<file path="config.mk">
export PLATFORM = sky130hd
export DESIGN_NAME = fifo_ctrl
export DESIGN_NICKNAME = d
export VERILOG_FILES = /design/src/rtl/fifo_pkg.sv /design/src/rtl/fifo_ctrl.sv
export SDC_FILE = /design/constraint.sdc
export NUM_CORES = 1
export LEC_CHECK = 0
export BUFFER_PORTS_ARGS = -buffer_cell sky130_fd_sc_hd__buf_2
export CORE_AREA = 2 2 52 54
export DETAILED_ROUTE_END_ITERATION = 7
export DIE_AREA = 0 0 54 56
export HOLD_SLACK_MARGIN = 0.08
export PLACE_DENSITY = 0.66
export SKIP_LAST_GASP = 1
export SYNTH_ARGS = -nofsm -noshare
export SYNTH_HDL_FRONTEND = slang
export SYNTH_SLANG_ARGS = --single-unit
</file>
<file path="constraint.sdc">
create_clock -name clk -period 4.2 [get_ports clk]
set_clock_uncertainty 0.15 [all_clocks]
set_input_delay 0.42 -clock clk [delete_from_list [all_inputs] [get_ports clk]]
set_output_delay 0.42 -clock clk [all_outputs]
set_load 0.02 [all_outputs]
</file>
<file path="src/rtl/fifo_pkg.sv">
// Shared constants and types for the 16x4 systolic-stage FIFO.
package fifo_pkg;

  localparam int FIFO_DW    = 16;
  localparam int FIFO_AW    = 2;
  localparam int FIFO_DEPTH = 1 << FIFO_AW;

  // Read/write pointer: low FIFO_AW bits address the RAM, the MSB is the wrap bit.
  typedef logic [FIFO_AW:0] fifo_ptr_t;

endpackage

</file>
<file path="src/rtl/fifo_ctrl.sv">
// Pointer, flag and handshake controller for the one-read/one-write FIFO RAM.
// The RAM registers its read address, so the controller pre-addresses it with
// (rd_ptr + pop) and out_data is simply the RAM read data.
// Optional feature macro: FIFO_LEVEL_EN adds the level and ovf_err outputs.
module fifo_ctrl
  import fifo_pkg::*;
#(
  parameter int DW = FIFO_DW,
  parameter int AW = FIFO_AW
) (
  input  logic          clk,
  input  logic          rst_n,
  input  logic          flush,
  input  logic          in_valid,
  output logic          in_ready,
  input  logic [DW-1:0] in_data,
  output logic          out_valid,
  input  logic          out_ready,
  output logic [DW-1:0] out_data,
  output logic          ram_wen,
  output logic [AW-1:0] ram_wadr,
  output logic [DW-1:0] ram_wdata,
  output logic [AW-1:0] ram_radr,
  input  logic [DW-1:0] ram_rdata
`ifdef FIFO_LEVEL_EN
  ,
  output logic [AW:0]   level,
  output logic          ovf_err
`endif
);

  localparam logic [AW:0] PTR_ZERO = '0;
  localparam logic [AW:0] PTR_ONE  = 1;

  logic [AW:0] wr_ptr_reg, wr_ptr_next;
  logic [AW:0] rd_ptr_reg, rd_ptr_next;
  logic [AW:0] rd_ptr_ahead;
  logic        empty;
  logic        full;
  logic        push;
  logic        pop;

  // Flags, handshakes and RAM port drive, all derived from the current pointers.
  always_comb begin
    empty        = (wr_ptr_reg == rd_ptr_reg);
    full         = (wr_ptr_reg[AW-1:0] == rd_ptr_reg[AW-1:0]) &&
                   (wr_ptr_reg[AW] != rd_ptr_reg[AW]);
    // in_ready depends only on the pointers: no write-through when full.
    in_ready     = !full;
    out_valid    = !empty;
    push         = in_valid && !full && !flush;
    pop          = out_ready && !empty && !flush;

    ram_wen      = push;
    ram_wadr     = wr_ptr_reg[AW-1:0];
    ram_wdata    = in_data;

    // Address the entry that will be the head after this edge; after a flush
    // the head is entry 0.
    rd_ptr_ahead = rd_ptr_reg + (pop ? PTR_ONE : PTR_ZERO);
    ram_radr     = flush ? '0 : rd_ptr_ahead[AW-1:0];
    out_data     = ram_rdata;

    wr_ptr_next  = flush ? PTR_ZERO : (wr_ptr_reg + (push ? PTR_ONE : PTR_ZERO));
    rd_ptr_next  = flush ? PTR_ZERO : rd_ptr_ahead;
  end

  // Pointer registers; reset clears the flags immediately.
  always_ff @(posedge clk or negedge rst_n) begin
    if (!rst_n) begin
      wr_ptr_reg <= '0;
      rd_ptr_reg <= '0;
    end else begin
      wr_ptr_reg <= wr_ptr_next;
      rd_ptr_reg <= rd_ptr_next;
    end
  end

`ifdef FIFO_LEVEL_EN
  logic ovf_err_reg, ovf_err_next;

  // Occupancy and next value of the sticky overflow flag.
  always_comb begin
    level        = wr_ptr_reg - rd_ptr_reg;
    ovf_err_next = flush ? 1'b0 : (ovf_err_reg || (in_valid && full));
    ovf_err      = ovf_err_reg;
  end

  // Sticky overflow: set by an offered word while full, cleared by reset or flush.
  always_ff @(posedge clk or negedge rst_n) begin
    if (!rst_n) begin
      ovf_err_reg <= 1'b0;
    end else begin
      ovf_err_reg <= ovf_err_next;
    end
  end
`endif

endmodule

</file>
==> results.py, run 1 <==
metrics = {
    "routing": {
        "drc": 0,
        "avgViaCountPerCell": 4.01,
        "finalWirelength_um": 997,
        "first_iter_violations": 5,
        "via_count": 293,
        "drt_first_pass_iters": 2,
        "wl_per_cell_um": 13.7,
        "ant_nets": 0,
    },
    "logic_synthesis": {
        "syn_area_um2": 597,
        "yosys.area.top_type": "buf_4",
        "synth.area.top_cells": "buf_4 45%, dfrtp_1 25%, ha_1 8.4%",
        "dominantRegCellSynth": "dfrtp_1",
        "synth.avg_cell_area_um2": 9.33,
        "yosys_register_bits": 6,
        "netlist_instances": 64,
        "synthMostInstantiatedCell": "buf_4",
        "ys_warn_count": 0,
        "synth_cell_type_count": 11,
        "mappedNetlistNets": 105,
        "yosys.area.top_type_share": 0.453,
        "synth_seq_area_share": 0.252,
        "synth_edf_count": 0,
        "ys_async_sr_fraction": 1.00,
        "netlist_top_cells_count": "36 x buf_4, 6 x dfrtp_1, 5 x xnor2_1, 4 x ha_1, 4 x nor2b_1",
    },
    "floorplanning": {
        "rows": 18,
        "ios": 76,
        "initial_utilization": 0.245,
        "die-width_um": 54,
        "die_y_um": 56,
        "dieArea_um2": 3020,
        "core-area_um2": 2430,
    },
    "global_routing": {
        "busiest_layer": "met2",
        "met1_usage": 0.0733,
        "grt_max_degree": 9,
        "antenna_found_initial": 0,
        "grt_pass1_wl_mm": 1.37,
        "track_usage": 0.0625,
        "met2_usage": 0.0854,
        "grt_pass1_vias": 297,
        "grtUsageMet3": 0.0296,
        "overflow": 0,
    },
    "clock_tree": {
        "cts_htree_levels": 1,
        "clock_latency_ns": 0.24,
        "cts_root_buf": "clkbuf_4",
        "clk_pin_slew_worst_paths_ns": 0.05,
        "cts_tree": "built",
        "post_cts_resized": 0,
        "clock-sinks": 6,
        "ctsLongestPathBuffers": 2,
        "cts_buffers": 3,
        "cts_setup_buffers": 0,
    },
    "critical_path": {
        "cp-endpoint": "ram_radr[1]",
        "cp_slowest_cell": "dfrtp_1",
        "reg2reg_depth": 6,
        "worstReg2RegEnd": "wr_ptr_reg[2]",
        "cp_data_required_time_ns": 3.63,
        "critPathLaunch": "wr_ptr_reg[1]",
        "cp-start-kind": "register",
        "critical_path.max_fanout": 4,
        "crit_top_cell": "ha_1",
        "worstSetupPathType": "register to primary output",
        "cp.depth": 6,
        "crit_arrival_ns": 1.94,
        "end_kind": "primary output",
        "cp_num_buf_inv": 1,
        "slowest_delay_ns": 0.41,
        "cp_cell_sequence": "xnor2_1 > a311oi_2 > ha_1 > ha_1 > nor2b_1 > buf_2",
        "cp_top_family": "adder cells",
        "r2r-start": "wr_ptr_reg[1]",
        "reg2reg_slack_ns": 2.43,
    },
    "layout": {
        "fin_cells": 73,
        "syn_to_final_growth_pct": -24.3,
        "drive_above_1_share": 0.349,
        "antenna_cells": 0,
        "nets": 86,
    },
    "hold_path": {
        "hold_class": "input pin to register",
    },
    "place": {
        "port_buffers": 11,
        "hpwl_um": 841,
        "dp.cells": 69,
        "gp_congestion": 0.649,
    },
    "sta": {
        "slew_headroom": 0.768,
        "finalSetupViolations": 0,
        "fmax_mhz": 399,
        "rsz0062_at_grt": "false",
        "worst_pin_slew_ns": 0.346,
        "slew_viol_final": 0,
        "tns_ns": 0,
        "hold_viol_final": 0,
        "min_period_ns": 2.51,
        "finalCritPeriodShare": 0.597,
    },
    "power_and_ir_drop": {
        "power_per_cell_area_nw_per_um2": 310,
        "vdd_drop_max_mv": 0.120,
        "power.leakage_nw": 0.238,
    },
    "status": {
        "outcome": "completed",
    },
    "job": {
        "drv_cap": 0,
    },
}
per-layer routing:
| layer | vias up | routed length, um |
|---|---|---|
| li1 | 128 | - |
| met1 | 128 | 364 |
| met2 | 25 | 405 |
| met3 | 12 | 201 |
| met4 | 0 | 27 |
| met5 | - | 0 |
cell type report:
type,instances,area (um^2)
fillers,281,1980
repair buffers,12,65.1
clock buffers,3,22.5
multi-input cells,20,169
inverters,2,7.51
flip-flops and latches,6,150
well taps,30,37.5
worst min-delay path by stage:
| stage | start | to | cells after the start |
|---|---|---|---|
| floorplan | rst_n | rd_ptr_reg[0] | 0 |
| CTS | flush | rd_ptr_reg[2] | 2 |
| finish | flush | rd_ptr_reg[2] | 2 |
| detailed placement | rst_n | wr_ptr_reg[2] | 1 |
| global route | flush | rd_ptr_reg[2] | 2 |
| global placement | rst_n | rd_ptr_reg[2] | 1 |
worst register-to-register path: cells and delay by family, from the launching register on:
family / cells / cell delay, ns
AO/OA/AOI/OAI: 1 / 0.18
XOR/XNOR: 2 / 0.46
adder cells (fa/ha/maj): 2 / 0.40
flip-flops: 1 / 0.41
AND/OR/NAND/NOR: 1 / 0.06
cells in the final DEF (no fill, tap or decap):
cell type / instances
dlygate4sd3_1: 1
nand3_1: 2
xor2_1: 1
nor2b_1: 4
buf_2: 11
a311oi_2: 1
nor2_1: 2
a311oi_1: 1
inv_1: 2
xnor2_1: 5
ha_1: 4
dfrtp_1: 6
clkbuf_4: 3
cells by family (layout without fill, tap and decap cells):
group | count (synthesis) | count (layout) | synth area share
flip-flops | 6 | 6 | 0.252
AND/OR/NAND/NOR | 8 | 8 | 0.0713
adder cells (fa/ha/maj) | 4 | 4 | 0.0839
XOR/XNOR | 6 | 6 | 0.0880
AO/OA/AOI/OAI | 2 | 2 | 0.0398
buffers and inverters | 38 | 17 | 0.465
where the power goes:
| part | total [mW] | leakage, nW | switching (mW) | internal, mW |
|---|---|---|---|---|
| registers | 0.0617 | 0.0828 | 0.00183 | 0.0599 |
| logic | 0.0242 | 0.142 | 0.0148 | 0.00942 |
| clock network | 0.0540 | 0.0138 | 0.0216 | 0.0324 |
| total | 0.140 | 0.238 | 0.0382 | 0.102 |
what timing repair did:
| item | CTS | global route |
|---|---|---|
| endpoints found under the setup margin | 0 | 0 |
| hold buffers | 1 | 0 |
| endpoints found under the hold margin | 6 | 0 |
metrics by stage:
step                utilization  setup WS (ns)  area (um^2)  power [mW]  hold WS (ns)
floorplan                     -           2.04          597       0.123       -0.0256
global placement          0.172           1.98          419      0.0860         0.104
detailed placement        0.172           1.96          419      0.0865         0.109
CTS                       0.186           1.67          452       0.144         0.295
global route              0.186           1.52          452       0.152         0.295
finish                    0.186           1.69          452       0.140         0.315
(Power assumes the default switching activity.)
==> inputs of run 2 (changes only) <==
--- a/config.mk
+++ b/config.mk
@@ -10,7 +10,7 @@
 export DETAILED_ROUTE_END_ITERATION = 7
 export DIE_AREA = 0 0 54 56
 export HOLD_SLACK_MARGIN = 0.08
-export PLACE_DENSITY = 0.66
+export PLACE_DENSITY = 0.69
 export SKIP_LAST_GASP = 1
 export SYNTH_ARGS = -nofsm -noshare
 export SYNTH_HDL_FRONTEND = slang
==> constraint.sdc (replaced) <==
create_clock -name clk -period 2.2 [get_ports clk]
set_clock_uncertainty 0.15 [all_clocks]
set_input_delay 0.22 -clock clk [delete_from_list [all_inputs] [get_ports clk]]
set_output_delay 0.22 -clock clk [all_outputs]
set_load 0.02 [all_outputs]
==> results.py, run 2 (synthesis gave the netlist of run 1 again) <==
metrics = {
    "status": {
        "outcome": "completed",
    },
    "clock_tree": {
        "clock_latency_ns": 0.24,
        "cts_root_buf": "clkbuf_4",
        "ctsLongestPathBuffers": 2,
        "clock-sinks": 6,
        "cts_buffers": 3,
        "cts_htree_levels": 1,
        "cts_tree": "built",
        "clk_pin_slew_worst_paths_ns": 0.04,
    },
    "routing": {
        "finalWirelength_mm": 1.13,
        "wl_per_cell_um": 14.7,
        "drt_first_pass_iters": 2,
        "ant_nets": 0,
        "via_count": 292,
        "drc": 0,
        "first_iter_violations": 4,
        "avgViaCountPerCell": 3.79,
    },
    "layout": {
        "final_cell_area_um2": 537,
        "antenna_cells": 0,
        "syn_to_final_growth_pct": -10.1,
        "nets": 90,
        "fin_cells": 77,
        "final_cell_mix": "9 x buf_2, 5 x buf_4, 5 x dfrtp_1",
        "nFillCells": 267,
        "layout_commonest_cell": "buf_2",
        "drive_above_1_share": 0.553,
    },
    "sta": {
        "slew_viol_final": 0,
        "hold_viol_final": 0,
        "fmax_mhz": 461,
        "worst_pin_slew_ns": 0.326,
        "slew_headroom": 0.781,
        "finalSetupViolations": 0,
        "tns_ns": 0,
        "min_period_ns": 2.17,
        "rsz0062_at_grt": "true",
        "finalCritPeriodShare": 0.986,
    },
    "floorplanning": {
        "ios": 76,
        "core-area_um2": 2430,
        "die_y_um": 56,
        "dieArea_um2": 3020,
        "initial_utilization": 0.245,
        "rows": 18,
        "die-width_um": 54,
    },
    "critical_path": {
        "critical_path.max_fanout": 2,
        "end_kind": "primary output",
        "cp_cell_sequence": "xnor2_2 > a311oi_2 > ha_2 > ha_4 > nor2b_4 > buf_6",
        "cp_data_required_time_ns": 1.83,
        "cp-start-kind": "register",
        "slowest_delay_ns": 0.43,
        "cp_slowest_cell": "dfrtp_1",
        "crit_arrival_ns": 1.80,
        "reg2reg_slack_ns": 0.14,
        "worstSetupPathType": "register to primary output",
    },
    "place": {
        "port_buffers": 11,
        "dp.cells": 69,
        "placed_area_um2": 419,
        "gp_congestion": 0.756,
    },
    "global_routing": {
        "grt_max_degree": 9,
        "grt_pass1_wl_mm": 1.49,
        "antenna_found_initial": 0,
        "overflow": 0,
        "grt_pass1_vias": 302,
        "track_usage": 0.0737,
    },
    "power_and_ir_drop": {
        "power_per_cell_area_nw_per_um2": 517,
        "vdd_drop_max_mv": 0.163,
        "power.leakage_nw": 0.254,
    },
    "job": {
        "drv_cap": 0,
    },
    "hold_path": {
        "hold_class": "input pin to register",
    },
}
## run 2: path summary, 6_finish.rpt
check,cells past startpoint,from,endpoint
min in group asynchronous,2,rst_n,rd_ptr_reg[2]
max in group asynchronous,2,rst_n,wr_ptr_reg[0]
max,6,rd_ptr_reg[1],ram_radr[1]
max reg2reg,7,rd_ptr_reg[1],wr_ptr_reg[1]
min,2,flush,rd_ptr_reg[1]
min reg2reg,2,rd_ptr_reg[2],rd_ptr_reg[2]
## run 2: metal layers
layer	GRT usage	part of all wire	up-vias
met5	0	0	-
met3	0.0726	0.24	4
li1	-	-	134
met2	0.0906	0.42	33
met4	0.0536	0.027	0
met1	0.0736	0.31	121
## run 2: timing repair
item | in CTS | in global routing
endpoints found under the setup margin | 1 | 1
hold endpoints to repair | 6 | 0
hold buffers | 1 | 0
resized for setup | 3 | 8
setup buffers | 2 | 2
pin swaps | 2 | 4
## run 2: layout make-up
class | instances | area [um^2] | share of cell area
sequential | 6 | 151 | 0.282
clock buffer | 3 | 22.5 | 0.0420
timing repair buffer | 16 | 104 | 0.193
tap | 30 | 37.5 | 0.0699
multi-input combinational | 20 | 214 | 0.399
inverter | 2 | 7.51 | 0.0140
## run 2: power by group
| group | leakage, nW | internal [mW] | switching, mW |
|---|---|---|---|
| clock network | 0.0138 | 0.0616 | 0.0376 |
| registers | 0.0813 | 0.115 | 0.00430 |
| logic | 0.159 | 0.0283 | 0.0313 |
| total | 0.254 | 0.205 | 0.0732 |
## run 2: worst max-delay path, delay by kind of cell, from the launching register on
kind	cells	cell delay, ns
compound gates	1	0.28
buf+inv	1	0.13
flops	1	0.43
fa+ha+maj	2	0.42
xor+xnor	1	0.17
simple gates	1	0.12
## run 2: stage by stage
stage | utilization | power, mW | hold WS [ns] | setup slack, ns
after floorplan | - | 0.235 | -0.226 | 0.0430
after detailed placement | 0.172 | 0.165 | -0.0944 | 0.164
after global routing | 0.221 | 0.303 | 0.128 | -0.0238
after global placement | 0.172 | 0.164 | -0.0983 | 0.190
after CTS | 0.201 | 0.279 | 0.101 | 0.000692
final | 0.221 | 0.278 | 0.126 | 0.0303
